`config.mk`:
```
export PLATFORM = sky130hd
export DESIGN_NAME = bilinear_seq_ctrl_flat
export DESIGN_NICKNAME = d
export VERILOG_FILES = /design/src/rtl/bilinear_pkg.sv /design/src/rtl/bilinear_seq_ctrl_if.sv /design/src/rtl/bilinear_pe.sv /design/src/rtl/bilinear_seq_ctrl.sv /design/src/flat_wrapper.sv
export SDC_FILE = /design/constraint.sdc
export NUM_CORES = 2
export LEC_CHECK = 0
export BUFFER_PORTS_ARGS = -buffer_cell sky130_fd_sc_hd__buf_2
export CORE_MARGIN = 1
export CORE_UTILIZATION = 40
export CTS_CLUSTER_DIAMETER = 150
export DETAILED_ROUTE_END_ITERATION = 7
export PLACE_DENSITY = 0.55
export SLEW_MARGIN = 20
export SYNTH_ARGS = -nofsm -noshare
export SYNTH_HDL_FRONTEND = slang
export SYNTH_SLANG_ARGS = --single-unit
export TNS_END_PERCENT = 50
```
`constraint.sdc`:
```
create_clock -name clk_sys -period 11.9 [get_ports clk_sys]
set_input_delay 2.38 -clock clk_sys [delete_from_list [all_inputs] [get_ports clk_sys]]
set_output_delay 2.38 -clock clk_sys [all_outputs]
set_load 0.03 [all_outputs]
```
`src/rtl/bilinear_pkg.sv`:
```
// Shared types and constants for the bilinear scaling sequencer.
package bilinear_pkg;

    typedef enum logic [2:0] {
        ST_IDLE,
        ST_SETUP,
        ST_ROW,
        ST_ADDR,
        ST_RD,
        ST_CALC,
        ST_WR,
        ST_DONE
    } state_e;

    localparam int FRAC_W          = 8;
    localparam int FLOPS_PER_PIXEL = 8;
    localparam int RD_PER_PIXEL    = 4;
    localparam int STEP_ENTRIES    = 11;

    // Source step per output pixel for scale = 128 + 13*k, i.e. round(65536/scale)
    localparam logic [15:0] STEP_LUT [STEP_ENTRIES] = '{
        16'd512, 16'd465, 16'd426, 16'd392, 16'd364, 16'd340,
        16'd318, 16'd299, 16'd282, 16'd267, 16'd254
    };

    function automatic logic [15:0] step_lookup(input logic [15:0] scale);
        logic [15:0] step;
        step = 16'd256;
        for (int k = 0; k < STEP_ENTRIES; k++) begin
            if (scale == 16'(128 + 13 * k)) begin
                step = STEP_LUT[k];
            end
        end
        return step;
    endfunction

    function automatic logic [15:0] clamp_idx(input logic [15:0] v, input logic [15:0] last);
        return (v > last) ? last : v;
    endfunction

    function automatic logic [15:0] next_idx(input logic [15:0] v, input logic [15:0] last);
        return (v >= last) ? last : v + 16'd1;
    endfunction

endpackage

```
`src/rtl/bilinear_seq_ctrl_if.sv`:
```
// Memory-side bus of the sequencer: input BRAM read port and output BRAM write port.
interface bilinear_seq_ctrl_if #(
    parameter int AW    = 12,
    parameter int PIX_W = 8
);
    logic [AW-1:0]    in_mem_raddr;
    logic [PIX_W-1:0] in_mem_rdata;
    logic [AW-1:0]    out_mem_waddr;
    logic [PIX_W-1:0] out_mem_wdata;
    logic             out_mem_we;

    modport master (
        output in_mem_raddr,
        input  in_mem_rdata,
        output out_mem_waddr,
        output out_mem_wdata,
        output out_mem_we
    );

    modport slave (
        input  in_mem_raddr,
        output in_mem_rdata,
        input  out_mem_waddr,
        input  out_mem_wdata,
        input  out_mem_we
    );
endinterface

```
`src/rtl/bilinear_pe.sv`:
```
// Combinational Q8.8 bilinear interpolator: four neighbours plus fx/fy in, rounded and saturated pixel out.
module bilinear_pe
    import bilinear_pkg::*;
#(
    parameter int PIX_W = 8
) (
    input  logic [PIX_W-1:0]  p00,
    input  logic [PIX_W-1:0]  p01,
    input  logic [PIX_W-1:0]  p10,
    input  logic [PIX_W-1:0]  p11,
    input  logic [FRAC_W-1:0] fx,
    input  logic [FRAC_W-1:0] fy,
    output logic [PIX_W-1:0]  pix
);
    localparam int SW = PIX_W + 2 * FRAC_W + 2;
    localparam logic [PIX_W-1:0] PIX_MAX = {PIX_W{1'b1}};

    logic [SW-1:0] wfx0, wfx1, wfy0, wfy1;
    logic [SW-1:0] h0, h1, sum, shifted;

    always_comb begin
        wfx1    = SW'(fx);
        wfx0    = SW'(1 << FRAC_W) - wfx1;
        wfy1    = SW'(fy);
        wfy0    = SW'(1 << FRAC_W) - wfy1;
        h0      = SW'(p00) * wfx0 + SW'(p01) * wfx1;
        h1      = SW'(p10) * wfx0 + SW'(p11) * wfx1;
        // Half an LSB of the 2*FRAC_W fraction gives round-to-nearest
        sum     = h0 * wfy0 + h1 * wfy1 + SW'(1 << (2 * FRAC_W - 1));
        shifted = sum >> (2 * FRAC_W);
        pix     = (shifted > SW'(PIX_MAX)) ? PIX_MAX : shifted[PIX_W-1:0];
    end
endmodule

```
`src/rtl/bilinear_seq_ctrl.sv`:
```
// Bilinear scaling sequencer: walks output pixels, fetches 4 neighbours, interpolates, writes back.
// Optional BSEQ_CFG_CHECK_EN rejects images larger than the 2^AW address space.
module bilinear_seq_ctrl
    import bilinear_pkg::*;
#(
    parameter int AW    = 12,
    parameter int PIX_W = 8
) (
    input  logic                clk_sys,
    input  logic                rst_sys,
    input  logic                start_pulse,
    input  logic [15:0]         cfg_in_w,
    input  logic [15:0]         cfg_in_h,
    input  logic [15:0]         cfg_scale_q88,
    bilinear_seq_ctrl_if.master mem,
    output logic                status_busy,
    output logic                status_done,
    output logic                status_error,
    output logic [31:0]         perf_flops,
    output logic [31:0]         perf_mem_rd,
    output logic [31:0]         perf_mem_wr
);
    localparam logic [2:0] RD_LAST = 3'(RD_PER_PIXEL);

    state_e           state_q, state_d;
    logic             pulse_q;
    logic [15:0]      in_w_q, in_w_d, in_h_q, in_h_d, scale_q, scale_d;
    logic [15:0]      out_w_q, out_w_d, out_h_q, out_h_d, step_q, step_d;
    logic [15:0]      ox_q, ox_d, oy_q, oy_d;
    logic [23:0]      sx_q, sx_d, sy_q, sy_d;
    logic [15:0]      x0_q, x0_d, x1_q, x1_d, y0_q, y0_d, y1_q, y1_d;
    logic [7:0]       fx_q, fx_d, fy_q, fy_d;
    logic [2:0]       rd_cnt_q, rd_cnt_d;
    logic [PIX_W-1:0] p_q [4];
    logic [PIX_W-1:0] p_d [4];
    logic [PIX_W-1:0] res_q, res_d, pe_pix;
    logic [AW-1:0]    out_idx_q, out_idx_d;
    logic [31:0]      flops_q, flops_d, rd_q, rd_d, wr_q, wr_d;
    logic             start_evt;
    logic [1:0]       cap_idx;
    logic [15:0]      row_sel, col_sel;
`ifdef BSEQ_CFG_CHECK_EN
    logic             error_q, error_d;
    assign status_error = error_q;
`else
    assign status_error = 1'b0;
`endif

    assign start_evt   = start_pulse & ~pulse_q;
    assign cap_idx     = rd_cnt_q[1:0] - 2'd1;
    assign row_sel     = rd_cnt_q[1] ? y1_q : y0_q;
    assign col_sel     = rd_cnt_q[0] ? x1_q : x0_q;
    assign status_busy = (state_q != ST_IDLE) && (state_q != ST_DONE);
    assign status_done = (state_q == ST_DONE);
    assign perf_flops  = flops_q;
    assign perf_mem_rd = rd_q;
    assign perf_mem_wr = wr_q;

    bilinear_pe #(.PIX_W(PIX_W)) u_pe (
        .p00(p_q[0]), .p01(p_q[1]), .p10(p_q[2]), .p11(p_q[3]),
        .fx(fx_q), .fy(fy_q), .pix(pe_pix)
    );

    always_comb begin
        mem.in_mem_raddr  = '0;
        mem.out_mem_waddr = '0;
        mem.out_mem_wdata = '0;
        mem.out_mem_we    = 1'b0;
        if (state_q == ST_RD && rd_cnt_q < RD_LAST) begin
            mem.in_mem_raddr = AW'(32'(row_sel) * 32'(in_w_q) + 32'(col_sel));
        end
        if (state_q == ST_WR) begin
            mem.out_mem_waddr = out_idx_q;
            mem.out_mem_wdata = res_q;
            mem.out_mem_we    = 1'b1;
        end
    end

    always_comb begin
        state_d = state_q;
        in_w_d = in_w_q;  in_h_d = in_h_q;  scale_d = scale_q;
        out_w_d = out_w_q; out_h_d = out_h_q; step_d = step_q;
        ox_d = ox_q; oy_d = oy_q; sx_d = sx_q; sy_d = sy_q;
        x0_d = x0_q; x1_d = x1_q; y0_d = y0_q; y1_d = y1_q;
        fx_d = fx_q; fy_d = fy_q; rd_cnt_d = rd_cnt_q;
        p_d = p_q; res_d = res_q; out_idx_d = out_idx_q;
        flops_d = flops_q; rd_d = rd_q; wr_d = wr_q;
`ifdef BSEQ_CFG_CHECK_EN
        error_d = error_q;
`endif
        case (state_q)
            ST_IDLE, ST_DONE: begin
                if (start_evt) begin
                    state_d = ST_SETUP;
                    in_w_d = cfg_in_w; in_h_d = cfg_in_h; scale_d = cfg_scale_q88;
                    ox_d = '0; oy_d = '0; sx_d = '0; sy_d = '0; out_idx_d = '0;
                    flops_d = '0; rd_d = '0; wr_d = '0;
`ifdef BSEQ_CFG_CHECK_EN
                    error_d = 1'b0;
`endif
                end
            end
            ST_SETUP: begin
                out_w_d = 16'((32'(in_w_q) * 32'(scale_q)) >> FRAC_W);
                out_h_d = 16'((32'(in_h_q) * 32'(scale_q)) >> FRAC_W);
                step_d  = step_lookup(scale_q);
                if (in_w_q == '0 || in_h_q == '0 || out_w_d == '0 || out_h_d == '0) begin
                    state_d = ST_DONE;
`ifdef BSEQ_CFG_CHECK_EN
                end else if ({1'b0, 32'(in_w_q) * 32'(in_h_q)} > (33'd1 << AW) ||
                             {1'b0, 32'(out_w_d) * 32'(out_h_d)} > (33'd1 << AW)) begin
                    error_d = 1'b1;
                    state_d = ST_DONE;
`endif
                end else begin
                    state_d = ST_ROW;
                end
            end
            ST_ROW: begin
                sx_d    = '0;
                y0_d    = clamp_idx(sy_q[23:8], in_h_q - 16'd1);
                y1_d    = next_idx(y0_d, in_h_q - 16'd1);
                fy_d    = sy_q[7:0];
                state_d = ST_ADDR;
            end
            ST_ADDR: begin
                x0_d     = clamp_idx(sx_q[23:8], in_w_q - 16'd1);
                x1_d     = next_idx(x0_d, in_w_q - 16'd1);
                fx_d     = sx_q[7:0];
                rd_cnt_d = '0;
                state_d  = ST_RD;
            end
            ST_RD: begin
                // Read data trails the issued address by one cycle
                if (rd_cnt_q < RD_LAST) begin
                    rd_d = rd_q + 32'd1;
                end
                if (rd_cnt_q != '0) begin
                    p_d[cap_idx] = mem.in_mem_rdata;
                end
                if (rd_cnt_q == RD_LAST) begin
                    state_d = ST_CALC;
                end else begin
                    rd_cnt_d = rd_cnt_q + 3'd1;
                end
            end
            ST_CALC: begin
                res_d   = pe_pix;
                state_d = ST_WR;
            end
            ST_WR: begin
                wr_d      = wr_q + 32'd1;
                flops_d   = flops_q + 32'(FLOPS_PER_PIXEL);
                out_idx_d = out_idx_q + 1'b1;
                if (ox_q == out_w_q - 16'd1) begin
                    if (oy_q == out_h_q - 16'd1) begin
                        state_d = ST_DONE;
                    end else begin
                        ox_d    = '0;
                        oy_d    = oy_q + 16'd1;
                        sx_d    = '0;
                        sy_d    = sy_q + 24'(step_q);
                        state_d = ST_ROW;
                    end
                end else begin
                    ox_d    = ox_q + 16'd1;
                    sx_d    = sx_q + 24'(step_q);
                    state_d = ST_ADDR;
                end
            end
            default: state_d = ST_IDLE;
        endcase
    end

    always_ff @(posedge clk_sys) begin
        if (rst_sys) begin
            state_q <= ST_IDLE;
            pulse_q <= 1'b0;
            in_w_q <= '0; in_h_q <= '0; scale_q <= '0;
            out_w_q <= '0; out_h_q <= '0; step_q <= '0;
            ox_q <= '0; oy_q <= '0; sx_q <= '0; sy_q <= '0;
            x0_q <= '0; x1_q <= '0; y0_q <= '0; y1_q <= '0;
            fx_q <= '0; fy_q <= '0; rd_cnt_q <= '0;
            p_q <= '{default: '0};
            res_q <= '0; out_idx_q <= '0;
            flops_q <= '0; rd_q <= '0; wr_q <= '0;
`ifdef BSEQ_CFG_CHECK_EN
            error_q <= 1'b0;
`endif
        end else begin
            state_q <= state_d;
            pulse_q <= start_pulse;
            in_w_q <= in_w_d; in_h_q <= in_h_d; scale_q <= scale_d;
            out_w_q <= out_w_d; out_h_q <= out_h_d; step_q <= step_d;
            ox_q <= ox_d; oy_q <= oy_d; sx_q <= sx_d; sy_q <= sy_d;
            x0_q <= x0_d; x1_q <= x1_d; y0_q <= y0_d; y1_q <= y1_d;
            fx_q <= fx_d; fy_q <= fy_d; rd_cnt_q <= rd_cnt_d;
            p_q <= p_d;
            res_q <= res_d; out_idx_q <= out_idx_d;
            flops_q <= flops_d; rd_q <= rd_d; wr_q <= wr_d;
`ifdef BSEQ_CFG_CHECK_EN
            error_q <= error_d;
`endif
        end
    end
endmodule

```
`src/flat_wrapper.sv`:
```
// flat-port wrapper written by rule: the top's interface ports become plain ports
module bilinear_seq_ctrl_flat import bilinear_pkg::*;
#(
    parameter int AW    = 12,
    parameter int PIX_W = 8
)
  (clk_sys, rst_sys, start_pulse, cfg_in_w, cfg_in_h, cfg_scale_q88, status_busy, status_done, status_error, perf_flops, perf_mem_rd, perf_mem_wr, mem_in_mem_raddr, mem_in_mem_rdata, mem_out_mem_waddr, mem_out_mem_wdata, mem_out_mem_we);
  bilinear_seq_ctrl_if #(.AW(AW), .PIX_W(PIX_W)) mem_i ();
  input  logic clk_sys;
  input  logic rst_sys;
  input  logic start_pulse;
  input  logic [15:0] cfg_in_w;
  input  logic [15:0] cfg_in_h;
  input  logic [15:0] cfg_scale_q88;
  output logic status_busy;
  output logic status_done;
  output logic status_error;
  output logic [31:0] perf_flops;
  output logic [31:0] perf_mem_rd;
  output logic [31:0] perf_mem_wr;
  output wire logic [$bits(mem_i.in_mem_raddr)-1:0] mem_in_mem_raddr;
  input wire logic [$bits(mem_i.in_mem_rdata)-1:0] mem_in_mem_rdata;
  output wire logic [$bits(mem_i.out_mem_waddr)-1:0] mem_out_mem_waddr;
  output wire logic [$bits(mem_i.out_mem_wdata)-1:0] mem_out_mem_wdata;
  output wire logic [$bits(mem_i.out_mem_we)-1:0] mem_out_mem_we;
  assign mem_in_mem_raddr = mem_i.in_mem_raddr;
  assign mem_i.in_mem_rdata = mem_in_mem_rdata;
  assign mem_out_mem_waddr = mem_i.out_mem_waddr;
  assign mem_out_mem_wdata = mem_i.out_mem_wdata;
  assign mem_out_mem_we = mem_i.out_mem_we;
  bilinear_seq_ctrl #(.AW(AW), .PIX_W(PIX_W)) u_core (.clk_sys(clk_sys), .rst_sys(rst_sys), .start_pulse(start_pulse), .cfg_in_w(cfg_in_w), .cfg_in_h(cfg_in_h), .cfg_scale_q88(cfg_scale_q88), .mem(mem_i), .status_busy(status_busy), .status_done(status_done), .status_error(status_error), .perf_flops(perf_flops), .perf_mem_rd(perf_mem_rd), .perf_mem_wr(perf_mem_wr));
endmodule
```
==> key figures <==
Outcome
  – Status: complete, no violations

Clock tree
  – Worst-Skew Late Latency: 0.67 ns
  – CTS Buffer Depth: 3
  – CTS Root Buffer Type: clkbuf_16
  – Clock slew at reported path FFs: 0.05 ns
  – CTS tree: yes
  – TritonCTS Sinks: 386
  – Hold buffers post-CTS: 0
  – Number of buffers created by CTS: 50
  – H-tree depth: 2

Synthesis
  – Post-synth EDFFs: 0
  – Cells after synthesis: 6793
  – Synth area leader: fa_1
  – Yosys reg bits: 386
  – Primary FF master, synth: dfxtp_1
  – Register area share after synthesis: a little over an eighth
  – Most frequent cells after synthesis: inv_1, nand2_1, fa_1
  – Syn Area/Cell: 8.35 sq um
  – Top-count cell post-synth: inv_1
  – Synth area leaders: fa_1, dfxtp_1, ha_1, inv_1, nand2_1
  – Ys async rst share: 0%
  – Yosys top cell area share: between 30% and 40%
  – Synth warnings: 0
  – Yosys cell types: 79
  – Synth Cell Area: ~57000 sq um

STA
  – Setup Skew: 0.0671 ns
  – Rel. slew slack: 27.9%
  – Pins Over Slew Limit: 0
  – Slew @ Worst Pin: 1.08 ns
  – Fmax: 85.3 MHz
  – Period utilization: 98.6%
  – Unrepaired setup endpoints after global routing: true
  – Setup WS post-layout: 0.170 ns
  – Final setup vio count: 0
  – Final Hold Vio Count: 0
  – Crit path time final: 11.73 ns

Drt
  – Initial DRC count: 2331
  – First-pass detailed-route iteration total: 5
  – Routed WL: 155000 um
  – Drt drc: 0
  – Final ANT Viol Nets: 0
  – DR WL/cell: 17.5 um
  – Via-per-instance ratio: 5.07
  – Total number of vias: about 45000

Worst setup path
  – Crit path DAT: between 10 and 15 ns
  – Crit path to: u_core.res_q[4]$_SDFFE_PP0P_
  – Worst Setup SP: u_core.fx_q[1]$_SDFFE_PP0P_
  – RR Endpoint: u_core.res_q[4]$_SDFFE_PP0P_
  – CP most frequent cell: fa_1
  – FF-to-FF Start: u_core.fx_q[1]$_SDFFE_PP0P_
  – Worst-path fanout max: 8
  – Endpoint class of the critical path: flip-flop
  – WP depth: between 40 and 50
  – R2R cell count: 47
  – Critical path buffer and inverter count: 12
  – Worst Setup Path Type: flip-flop to flip-flop
  – Setup slack, reg-to-reg: 0.17 ns
  – Kind of cell adding the most delay to the critical path: adder cells
  – Largest stage delay, worst path: 0.57 ns
  – Worst path slowest cell: fa_2
  – Worst Setup Start Kind: flip-flop
  – CP required: 12.36 ns

Placed design
  – Routability cong.: 0.853
  – IO buf count: around 190
  – Pre-CTS setup slack: -0.321 ns
  – Placed instance area: between 60000 and 70000 sq um
  – Cell total after placement: 8750
  – Post-DP HPWL: 121000 um

Global route
  – Vias in the first global route: 45770
  – Largest net degree at the start of global routing: 88
  – GRT Total Usage: 21.8%
  – GR Overflow Total: 0
  – First-pass GRT wire length: 249000 um
  – Initial antenna violation count: 0

Finish
  – Area delta synth->final: 11.4%
  – Antenna Cells: 0
  – Area occupied by multi-input gates: 44100 sq um
  – Layout cells sized above 1: 10.1%
  – Final instance area: 63100 sq um
  – Final nets: 8372
  – Register area: 7730 sq um
  – Post-route insts no fill: 8860
  – Fill count: 13968

Floorplan
  – Die Y: 378 um
  – Boundary Pins: 191
  – FP Rows: 137
  – Initial Util: between 40% and 50%
  – Chip width: ~380 um
  – Die area: approximately 140000 sq um
  – Core area: 140000 sq um

Worst hold path
  – Worst hold path type: flip-flop to flip-flop

Power and ir drop
  – Power density cells: 81.8 nW/um^2
  – Pleak: 29.8 nW
  – Peak supply drop: 0.0973 mV
  – Tot Pwr: 5.16 mW

Flow run
  – MaxCap Viol Count: 0
[stage by stage]
step | TNS (ns) | utilization, % | hold WS, ns
floorplan | 0 | - | 0.428
global route | -2.60 | 45.1 | 0.473
detailed placement | -2.48 | 43.2 | 0.444
finish | 0 | 45.1 | 0.450
CTS | 0 | 44.6 | 0.452
global placement | -2.12 | 43.2 | 0.442
[metal layers]
layer,track usage [%],vias to the layer above,wire length (um)
met1,28.8,22477,68200
met5,0,-,0
li1,-,21456,-
met3,1.80,185,5430
met2,38.2,795,77200
met4,5.71,0,4290
[layout by cell type, fill, tap and decap left out, types with 15 or more instances in the layout]
cell	synthesis	routed
inv_1	1140	1131
nand2_1	1015	1009
fa_1	854	843
ha_1	514	497
and2_1	488	485
dfxtp_1	386	382
nor2_1	380	373
a21oi_1	300	288
buf_4	4	232
xnor2_1	220	207
buf_2	9	185
nand3_1	149	148
xor2_1	143	139
nor3_1	103	98
o21ai_0	85	83
and3_1	79	77
clkbuf_16	0	51
nand4_1	47	47
nand2b_1	45	43
a21o_1	43	42
mux2i_1	40	40
or3_1	37	34
nor4_1	31	31
mux2_2	30	30
o21a_1	25	25
nor2b_1	24	22
o21bai_1	21	21
a31oi_1	20	20
a211oi_1	19	18
or4_1	16	16
o211ai_1	15	15
[flip-flops by register name (all words and copies together), names as in the netlist, 8 cells and up]
| signal | count |
|---|---|
| u_core.y1_q | 12 |
| u_core.out_h_q | 16 |
| u_core.res_q | 8 |
| u_core.out_idx_q | 12 |
| u_core.p_q | 32 |
| u_core.out_w_q | 16 |
| u_core.oy_q | 16 |
| u_core.in_h_q | 16 |
| u_core.y0_q | 12 |
| u_core.step_q | 10 |
| u_core.perf_mem_wr | 32 |
| u_core.fx_q | 8 |
| u_core.x0_q | 12 |
| u_core.scale_q | 16 |
| u_core.sx_q | 24 |
| u_core.in_w_q | 16 |
| u_core.fy_q | 8 |
| u_core.ox_q | 16 |
| u_core.perf_mem_rd | 32 |
| u_core.sy_q | 24 |
| u_core.x1_q | 12 |
| u_core.perf_flops | 29 |
[worst min-delay path: cells and delay by family (launching register included)]
| family | cells | cell delay [ns] |
|---|---|---|
| flip-flops | 1 | 0.30 |
| AND/OR/NAND/NOR | 1 | 0.05 |
| AO/OA/AOI/OAI | 1 | 0.05 |
[worst min-delay path by stage]
stage                                       from                      endpoint  slack [ns]  cells after the start
floorplan            u_core.x1_q[0]$_SDFFE_PP0P_   u_core.x1_q[0]$_SDFFE_PP0P_        0.43                      2
finish               u_core.x0_q[1]$_SDFFE_PP0P_   u_core.x0_q[1]$_SDFFE_PP0P_        0.45                      2
CTS                  u_core.x0_q[1]$_SDFFE_PP0P_   u_core.x0_q[1]$_SDFFE_PP0P_        0.45                      2
detailed placement   u_core.x0_q[1]$_SDFFE_PP0P_   u_core.x0_q[1]$_SDFFE_PP0P_        0.44                      2
global route         u_core.x0_q[7]$_SDFFE_PP0P_   u_core.x0_q[7]$_SDFFE_PP0P_        0.47                      2
global placement    u_core.x0_q[10]$_SDFFE_PP0P_  u_core.x0_q[10]$_SDFFE_PP0P_        0.44                      2
[cell families after synthesis]
logic type      share of synthesized area, %
compound gates                          6.94
other cells                          0.00661
flops                                   13.6
buf+inv                                 9.83
simple gates                            21.2
mux                                     1.32
xor+xnor                                5.61
fa+ha+maj                               41.5
[cell type report]
type / count / area share [%]
Clock buffer: 68 / 2.25
Multi-Input combinational cell: 4934 / 69.9
Timing Repair Buffer: 433 / 4.59
Sequential cell: 386 / 12.2
Clock inverter: 23 / 0.505
Tap cell: 1876 / 3.72
Inverter: 1140 / 6.78
[repair_timing]
item | in CTS | in global routing
gates resized for setup | 35 | 109
setup endpoints to repair | 8 | 8
setup buffers | 7 | 15
gates cloned | 0 | 1
pin swaps | 19 | 90
[report_power, final]
part           internal, mW  leakage [nW]  switching (mW)
combinational         0.687          25.9            1.39
clock                 0.932         0.837           0.661
sequential             1.37          3.12           0.122
Note: power is estimated with default switching activity, not from simulation.
